$ cat config.mk
export PLATFORM = sky130hd
export DESIGN_NAME = mux16_scan_sequencer
export DESIGN_NICKNAME = d
export VERILOG_FILES = /design/src/rtl/mux_scan_pkg.sv /design/src/rtl/next_ch_find.sv /design/src/rtl/mux16_scan_sequencer.sv
export SDC_FILE = /design/constraint.sdc
export NUM_CORES = 1
export LEC_CHECK = 0
export CELL_PAD_IN_SITES_DETAIL_PLACEMENT = 0
export CELL_PAD_IN_SITES_GLOBAL_PLACEMENT = 1
export CORE_UTILIZATION = 53
export DETAILED_ROUTE_END_ITERATION = 8
export DONT_BUFFER_PORTS = 1
export GPL_TIMING_DRIVEN = 0
export PLACE_DENSITY_LB_ADDON = 0.1
export SYNTH_ARGS = -nofsm -noshare
export SYNTH_HDL_FRONTEND = slang
export SYNTH_SLANG_ARGS = --single-unit
$ cat constraint.sdc
create_clock -name clk -period 5.7 [get_ports clk]
set_clock_uncertainty 0.1 [all_clocks]
set_input_delay 1.14 -clock clk [delete_from_list [all_inputs] [get_ports clk]]
set_output_delay 1.14 -clock clk [all_outputs]
set_load 0.1 [all_outputs]
$ cat src/rtl/mux_scan_pkg.sv
// Shared definitions for the 16-channel mux scan sequencer: sizes and FSM state encoding.
package mux_scan_pkg;

   localparam int unsigned NUM_CH = 16;
   localparam int unsigned SEL_W  = 4;
   localparam int unsigned CNT_W  = 4;

   typedef enum logic [1:0] {
      StIdle,
      StSettle,
      StSample,
      StFinish
   } scan_state_e;

endpackage

$ cat src/rtl/next_ch_find.sv
// Combinational search for the next enabled channel, either the lowest overall or the lowest
// strictly above the current select.
module next_ch_find
   import mux_scan_pkg::*;
(
   input  logic [NUM_CH-1:0] mask,
   input  logic [SEL_W-1:0]  cur,
   input  logic              first,
   output logic [SEL_W-1:0]  nxt,
   output logic              found
);

   // Walk downwards so the last hit written is the lowest qualifying index.
   always_comb begin
      nxt   = '0;
      found = 1'b0;
      for (int i = NUM_CH - 1; i >= 0; i--) begin
         if (mask[i] && (first || (i > int'(cur)))) begin
            nxt   = SEL_W'(i);
            found = 1'b1;
         end
      end
   end

endmodule

$ cat src/rtl/mux16_scan_sequencer.sv
// Scans the enabled channels of a 16:1 bit mux in ascending order, waits a settle time on each,
// samples the mux output and publishes the assembled word with a done pulse.
module mux16_scan_sequencer #(
   parameter int unsigned NUM_CH        = 16,
   parameter int unsigned SEL_W         = 4,
   parameter int unsigned SETTLE_CYCLES = 1
) (
   input  logic              clk,
   input  logic              rst,
   input  logic              start,
   input  logic [NUM_CH-1:0] ch_mask,
   input  logic              mux_out,
   output logic [SEL_W-1:0]  sel,
   output logic              busy,
   output logic              done,
   output logic [NUM_CH-1:0] snapshot
);
   import mux_scan_pkg::*;

   if (NUM_CH != mux_scan_pkg::NUM_CH || SEL_W != mux_scan_pkg::SEL_W ||
       SETTLE_CYCLES > 15) begin : g_bad_cfg
      $error("mux16_scan_sequencer: unsupported NUM_CH/SEL_W/SETTLE_CYCLES");
   end

   localparam logic [CNT_W-1:0] SettleLoad = CNT_W'(SETTLE_CYCLES);
   localparam bit               NoSettle   = (SETTLE_CYCLES == 0);

   scan_state_e       state_q, state_d;
   logic [NUM_CH-1:0] mask_q, mask_d;
   logic [NUM_CH-1:0] shadow_q, shadow_d;
   logic [NUM_CH-1:0] snap_q, snap_d;
   logic [SEL_W-1:0]  sel_q, sel_d;
   logic [CNT_W-1:0]  cnt_q, cnt_d;
   logic              busy_q, busy_d;
   logic              done_q, done_d;

   logic              find_first;
   logic [NUM_CH-1:0] find_mask;
   logic [SEL_W-1:0]  find_nxt;
   logic              find_found;

   // In idle the mask is not latched yet, so search the live input.
   assign find_first = (state_q == StIdle);
   assign find_mask  = find_first ? ch_mask : mask_q;

   next_ch_find u_find (
      .mask  (find_mask),
      .cur   (sel_q),
      .first (find_first),
      .nxt   (find_nxt),
      .found (find_found)
   );

   always_comb begin
      state_d  = state_q;
      mask_d   = mask_q;
      shadow_d = shadow_q;
      snap_d   = snap_q;
      sel_d    = sel_q;
      cnt_d    = cnt_q;
      busy_d   = busy_q;
      done_d   = 1'b0;
      unique case (state_q)
         StIdle: begin
            if (start) begin
               mask_d   = ch_mask;
               shadow_d = '0;
               if (!find_found) begin
                  state_d = StFinish;
               end else begin
                  sel_d   = find_nxt;
                  cnt_d   = SettleLoad;
                  busy_d  = 1'b1;
                  state_d = NoSettle ? StSample : StSettle;
               end
            end
         end
         StSettle: begin
            cnt_d = cnt_q - 1'b1;
            if (cnt_q == CNT_W'(1)) begin
               state_d = StSample;
            end
         end
         StSample: begin
            shadow_d[sel_q] = mux_out;
            if (find_found) begin
               sel_d   = find_nxt;
               cnt_d   = SettleLoad;
               state_d = NoSettle ? StSample : StSettle;
            end else begin
               state_d = StFinish;
            end
         end
         StFinish: begin
            snap_d  = shadow_q;
            done_d  = 1'b1;
            busy_d  = 1'b0;
            state_d = StIdle;
         end
         default: state_d = StIdle;
      endcase
   end

   always_ff @(posedge clk or posedge rst) begin
      if (rst) begin
         state_q  <= StIdle;
         mask_q   <= '0;
         shadow_q <= '0;
         snap_q   <= '0;
         sel_q    <= '0;
         cnt_q    <= '0;
         busy_q   <= 1'b0;
         done_q   <= 1'b0;
      end else begin
         state_q  <= state_d;
         mask_q   <= mask_d;
         shadow_q <= shadow_d;
         snap_q   <= snap_d;
         sel_q    <= sel_d;
         cnt_q    <= cnt_d;
         busy_q   <= busy_d;
         done_q   <= done_d;
      end
   end

   assign sel      = sel_q;
   assign busy     = busy_q;
   assign done     = done_q;
   assign snapshot = snap_q;

endmodule
# After elaboration in Yosys (flattened, before gate mapping)
# Index checks and enable logic that the tools add are counted.
# classes
add_sub_neg	1
magnitude_cmp	17
eq_ne	7
mux	52
reduce_logical	41
# op_table
op	count
$mux W4	20
$gt A4 B4 Y1 const A	8
$mux W16	2
$pmux W16 S2	1
$mux W1	20
$logic_and A1 B1 Y1	17
$bwmux W16	1
$gt A3 B4 Y1 const A	4
$logic_or A1 B1 Y1	15
$pmux W4 S3	1
$gt A2 B4 Y1 const A	2
$pmux W2 S4	1
$pmux W4 S2	1
$reduce_and A2 Y1	4
$mux W2	3
$lt A4 B5 Y1 const B	1
$demux W1 S4	1
$eq A2 B2 Y1 const B	2
$eq A4 B1 Y1 const B	1
$ge A4 B1 Y1 const B	1
$gt A1 B4 Y1 const A	1
$ne A2 B2 Y1 const B	2
$reduce_bool A2 Y1	2
$sub A4 B1 Y4 const B	1
other kinds (6)	6
# totals
reg_bits	60
in_bits	20
out_inout_bits	22
elab_cells	126

# Depth between registers and ports, before layout
# depth
depth_word	22
mapped_depth	8
mapped_depth_nobuf	7

# Cells and area by module
# From an unflattened synthesis, not the netlist that was laid out.
# unflattened
cells_unflattened	310
area_unflattened_um2	3373.2
# by_module_without_submodules
module	n_inst	cells_per_inst	area_per_inst_um2	seq_area_each_um2
mux16_scan_sequencer	1	228	2855.2	1501.4
next_ch_find	1	82	518.0	0.0

# Least setup slack after synthesis
# OpenSTA, ideal clock, no wires.
# synth_timing
kind	flip-flop to flip-flop
startpoint	register sel_q[3] (netlist: sel[3])
endpoint	register sel_q[1] (netlist: sel[1])
setup_time_ns	0.125
arrival_ns	2.466
required_ns	5.475
path_slack_ns	3.009
path_stages_with_launch	7
path_buffers	0
period_less_slack_ns	2.691
path_cell_list	dfrtp_1 > clkinv_1 > o21ai_1 > a31oi_2 > a311oi_4 > a21oi_2 > mux2_4
# synth_between
elab_chain_cells	22
word_cells_on_any_way	80
cone_classes	order compare (15); mux (35); reduce/logical (30)
# synth_lines
item	line_no	source
start, declared	mux16_scan_sequencer.sv:32	logic [SEL_W-1:0] sel_q, sel_d;
start signal, assigned	mux16_scan_sequencer.sv:119	sel_q <= sel_d;
$gt A4 B4 Y1	next_ch_find.sv:18	if (mask[i] && (first || (i > int'(cur)))) begin
$logic_or A1 B1 Y1	next_ch_find.sv:18	
$logic_and A1 B1 Y1	next_ch_find.sv:18	
$mux W4 / $mux W1 (equally long branches) (16 in a row)	next_ch_find.sv:18	
$mux W4 *	mux16_scan_sequencer.sv:68, mux16_scan_sequencer.sv:86	
$mux W4	mux16_scan_sequencer.sv:65	if (start) begin
$pmux W4 S2 *	mux16_scan_sequencer.sv:63	unique case (state_q)
# Mark *: on every way between the ends. The rest lies on a longest branch, timed or not. The select of a mux whose other input is x is not followed.
# A chain may end at the register's enable or synchronous reset.

# Final worst setup path
# Same ends and word-level chain as after synthesis.

==> impl_results.md <==
- Status: finished clean
- Cell area after layout: 3510 um^2
- Endpoints failing hold: 0
- Dpl cell area: between 3000 and 4000 um^2
- H-tree depth: 3
- Post-synth EDFFs: 0
- Largest net degree at the start of global routing: 33
- Vias in the first global route: 2563
- Crit end category: flip-flop
- Crit Path Max Fanout: 9
- Worst setup path endpoint: sel[1]
- Critical R2R Launch: sel[3]
- Critical path's slowest cell: dfrtp_1
- R2R Path End: sel[1]
- Main synth FF type: dfrtp_1
- Slew Limit Fails: 0
- First-pass DRT Iterations: 4
- Fin Setup TNS: 0 ns
- CTS Buf Count: 9
- Pre-CTS worst setup slack: around 2.6 ns
- Slew @ Worst Pin: around 1.1 ns
- Pwr per Cell Area: between 600 and 700 nW/um^2
- Die area: 6310 um^2
- Antenna violations before repair: 0
- Root Buffer: clkbuf_8
- Die width: a little under 80 um
- Final std cells w/o fill: roughly 410
- Synth Instances: 324
- Layout Nets: about 360
- Gr ovfl total: 0
- Area of the multi-input gates: around 1600 um^2
- CTS sink count: between 50 and 60
- Core Region: approximately 5600 um^2
- RSZ-0062 raised after global routing: no
- Final worst slack: roughly 2.6 ns
- P_leak: ~1.6 nW
- Initial DRC Count: ~160
- Cell total after placement: 397
- Crit path required time: between 5 and 6 ns
- Worst path cell trace: clkinv_1 -> o21ai_1 -> a31oi_2 -> a311oi_4 -> a21oi_2 -> mux2_4
- Met2 Usage GRT: 41.3%
- Area growth, synth to finish: 10.6%
- Maxcap violations: 0
- Worst EP arrival: approximately 3.3 ns
- Post-synthesis sequential area ratio: between 40 and 50%
- CTS tree: yes
- Average size of a mapped cell: roughly 9.8 um^2
- Setup violations, final: 0
- Max clock buf depth: 2
- Number of port buffers: 0
- Via density: approximately 6.4
- Slowest stage delay, CP: between 1 and 1.5 ns
- Yosys top cell by area: dfrtp_1
- Syn Nets: 346
- Fin crit period: roughly 3.1 ns
- Total Routed Length: 7890 um
- CP startpoint: sel[3]
- Global-route wire length before repair: ~13000 um
- Startpoint type of the worst setup path: flip-flop
- Clk Latency, worst-skew pair: approximately 0.34 ns
- Cell row count: 27
- Met3 Use GR: under 10%
- YS warnings: 0
- Crit path kind: reg -> reg
- R2R setup slack: 2.56 ns
- PostCTS Resize Cnt: 0
- Share of layout cells above drive strength 1: between 10% and 20%
- Fin crit share: 55.1%
- Ports: 42
- Starting Density: ~56%
- Worst rel slew slack: a little over a quarter
- Clk pin slew, worst setup/hold paths: 0.07 ns
- Final HPWL DP: ~5700 um
- Post-synth ARST share: 100%
- GPL Wtd Cong: 0.851
- Worst min path class: reg -> reg
- Post-DR wirelength/cell: roughly 19 um
- Total power: roughly 2.3 mW
- Register bit count reported by yosys: about 60
- Post-synth top area share: 46.5%
- ANT nets after route: 0
- # fillers: ~500
- Max VDD drop: 0.287 mV
- Via count: approximately 2600
- Register area: ~1500 um^2
- Distinct cells, synth: 56
- Hold_buf cts: 0
- # DRC: 0
- Diodes inserted: 0
- Fmax: around 320 MHz
- GRT Total Usage: roughly 28%
- Vert. Die Dim: between 70 and 80 um
- GR peak layer: met2
- Cell area after synthesis: 3180 um^2
- Setup Fix Bufs, Post-CTS: 0
- Main area contributors after synthesis: dfrtp_1 46%, mux2_2 9.9%, o211ai_1 4.0%
- R2R depth: 6
- Met1 GRT Util: 41.0%
[where the power goes]
| part | internal, mW | switching [mW] | total (mW) |
|---|---|---|---|
| Combinational | 0.361 | 0.521 | 0.882 |
| Clock | 0.268 | 0.168 | 0.436 |
| Sequential | 0.536 | 0.408 | 0.944 |
| Total | 1.16 | 1.10 | 2.26 |
[state kept, by name, summed over array words and instances (netlist names)]
name,count
mask_q,15
done,1
shadow_q,16
cnt_q,4
sel,4
snapshot,16
state_q,2
busy,1
[metal layers]
metal / vias up / routed length [um]
li1: 1220 / -
met1: 1311 / 3830
met2: 81 / 3550
met3: 10 / 425
met4: 0 / 82
met5: - / 0
[cells by family after synthesis]
kind of cell	after synthesis	share of synthesized area, %
AND/OR/NAND/NOR	119	18.9
AO/OA/AOI/OAI	86	19.2
multiplexers	30	10.7
adder cells (fa/ha/maj)	2	0.788
buffers and inverters	28	3.86
flip-flops	59	46.5
[final cells by class]
class                      count  share of cell area, %
clock inverter                 4                   2.10
buffer                        17                   2.32
inverter                      11                   1.18
multi-input combinational    237                   44.9
sequential                    59                   42.1
tap                           72                   2.57
clock buffer                  11                   4.31
timing repair buffer           1                  0.570
[metrics by stage]
step | util [%] | hold slack (ns)
finish | 62.2 | 0.409
global route | 62.2 | 0.428
CTS | 62.2 | 0.413
detailed placement | 58.2 | 0.395
global placement | 57.9 | 0.393
floorplan | - | 0.380
[Yosys cell counts (2+ instances only)]
cell and instances:
a21boi_0 2, a21o_1 2, a21oi_1 14, a2bb2oi_1 3
a31o_2 2, a31oi_1 5, and2_1 2, buf_1 2
buf_2 5, clkbuf_1 8, clkinv_1 2, dfrtp_1 59
ha_1 2, inv_1 9, mux2_2 28, nand2_1 32
nand2b_1 6, nand3_1 25, nor2_1 20, nor2b_1 8
nor3_1 10, nor4_1 6, o211ai_1 17, o21ai_0 14
o21ai_1 2, o22a_1 4, o22ai_1 4, o32ai_1 2
or2_2 2
[cells in the final DEF (no fill, tap or decap), types with 3 or more instances in the layout]
cell	count
o21ai_0	14
dfrtp_1	59
a31oi_1	5
nand3_1	25
buf_2	5
clkbuf_8	11
a21oi_1	14
nor2_1	20
nand2_1	32
a2bb2oi_1	3
nor4_1	6
nor2b_1	8
o211ai_1	17
clkbuf_1	8
o22a_1	4
o22ai_1	4
nor3_1	10
inv_1	8
mux2_2	28
nand2b_1	6
[worst max-delay path: cells and delay by family (launching register included)]
family / cells / cell delay, ns
AO/OA/AOI/OAI: 4 / 0.95
flip-flops: 1 / 1.06
buffers and inverters: 1 / 0.58
multiplexers: 1 / 0.32
[worst min path at each step]
stage                         endpoint  slack (ns)    startpoint  cells past startpoint
after floorplan            snapshot[8]        0.38   shadow_q[8]                      1
after global placement    snapshot[12]        0.39  shadow_q[12]                      1
after detailed placement   snapshot[8]        0.40   shadow_q[8]                      1
after CTS                  snapshot[5]        0.41   shadow_q[5]                      1
after global routing       snapshot[1]        0.43   shadow_q[1]                      1
final                      snapshot[5]        0.41   shadow_q[5]                      1
Note: power is estimated with default switching activity, not from simulation.
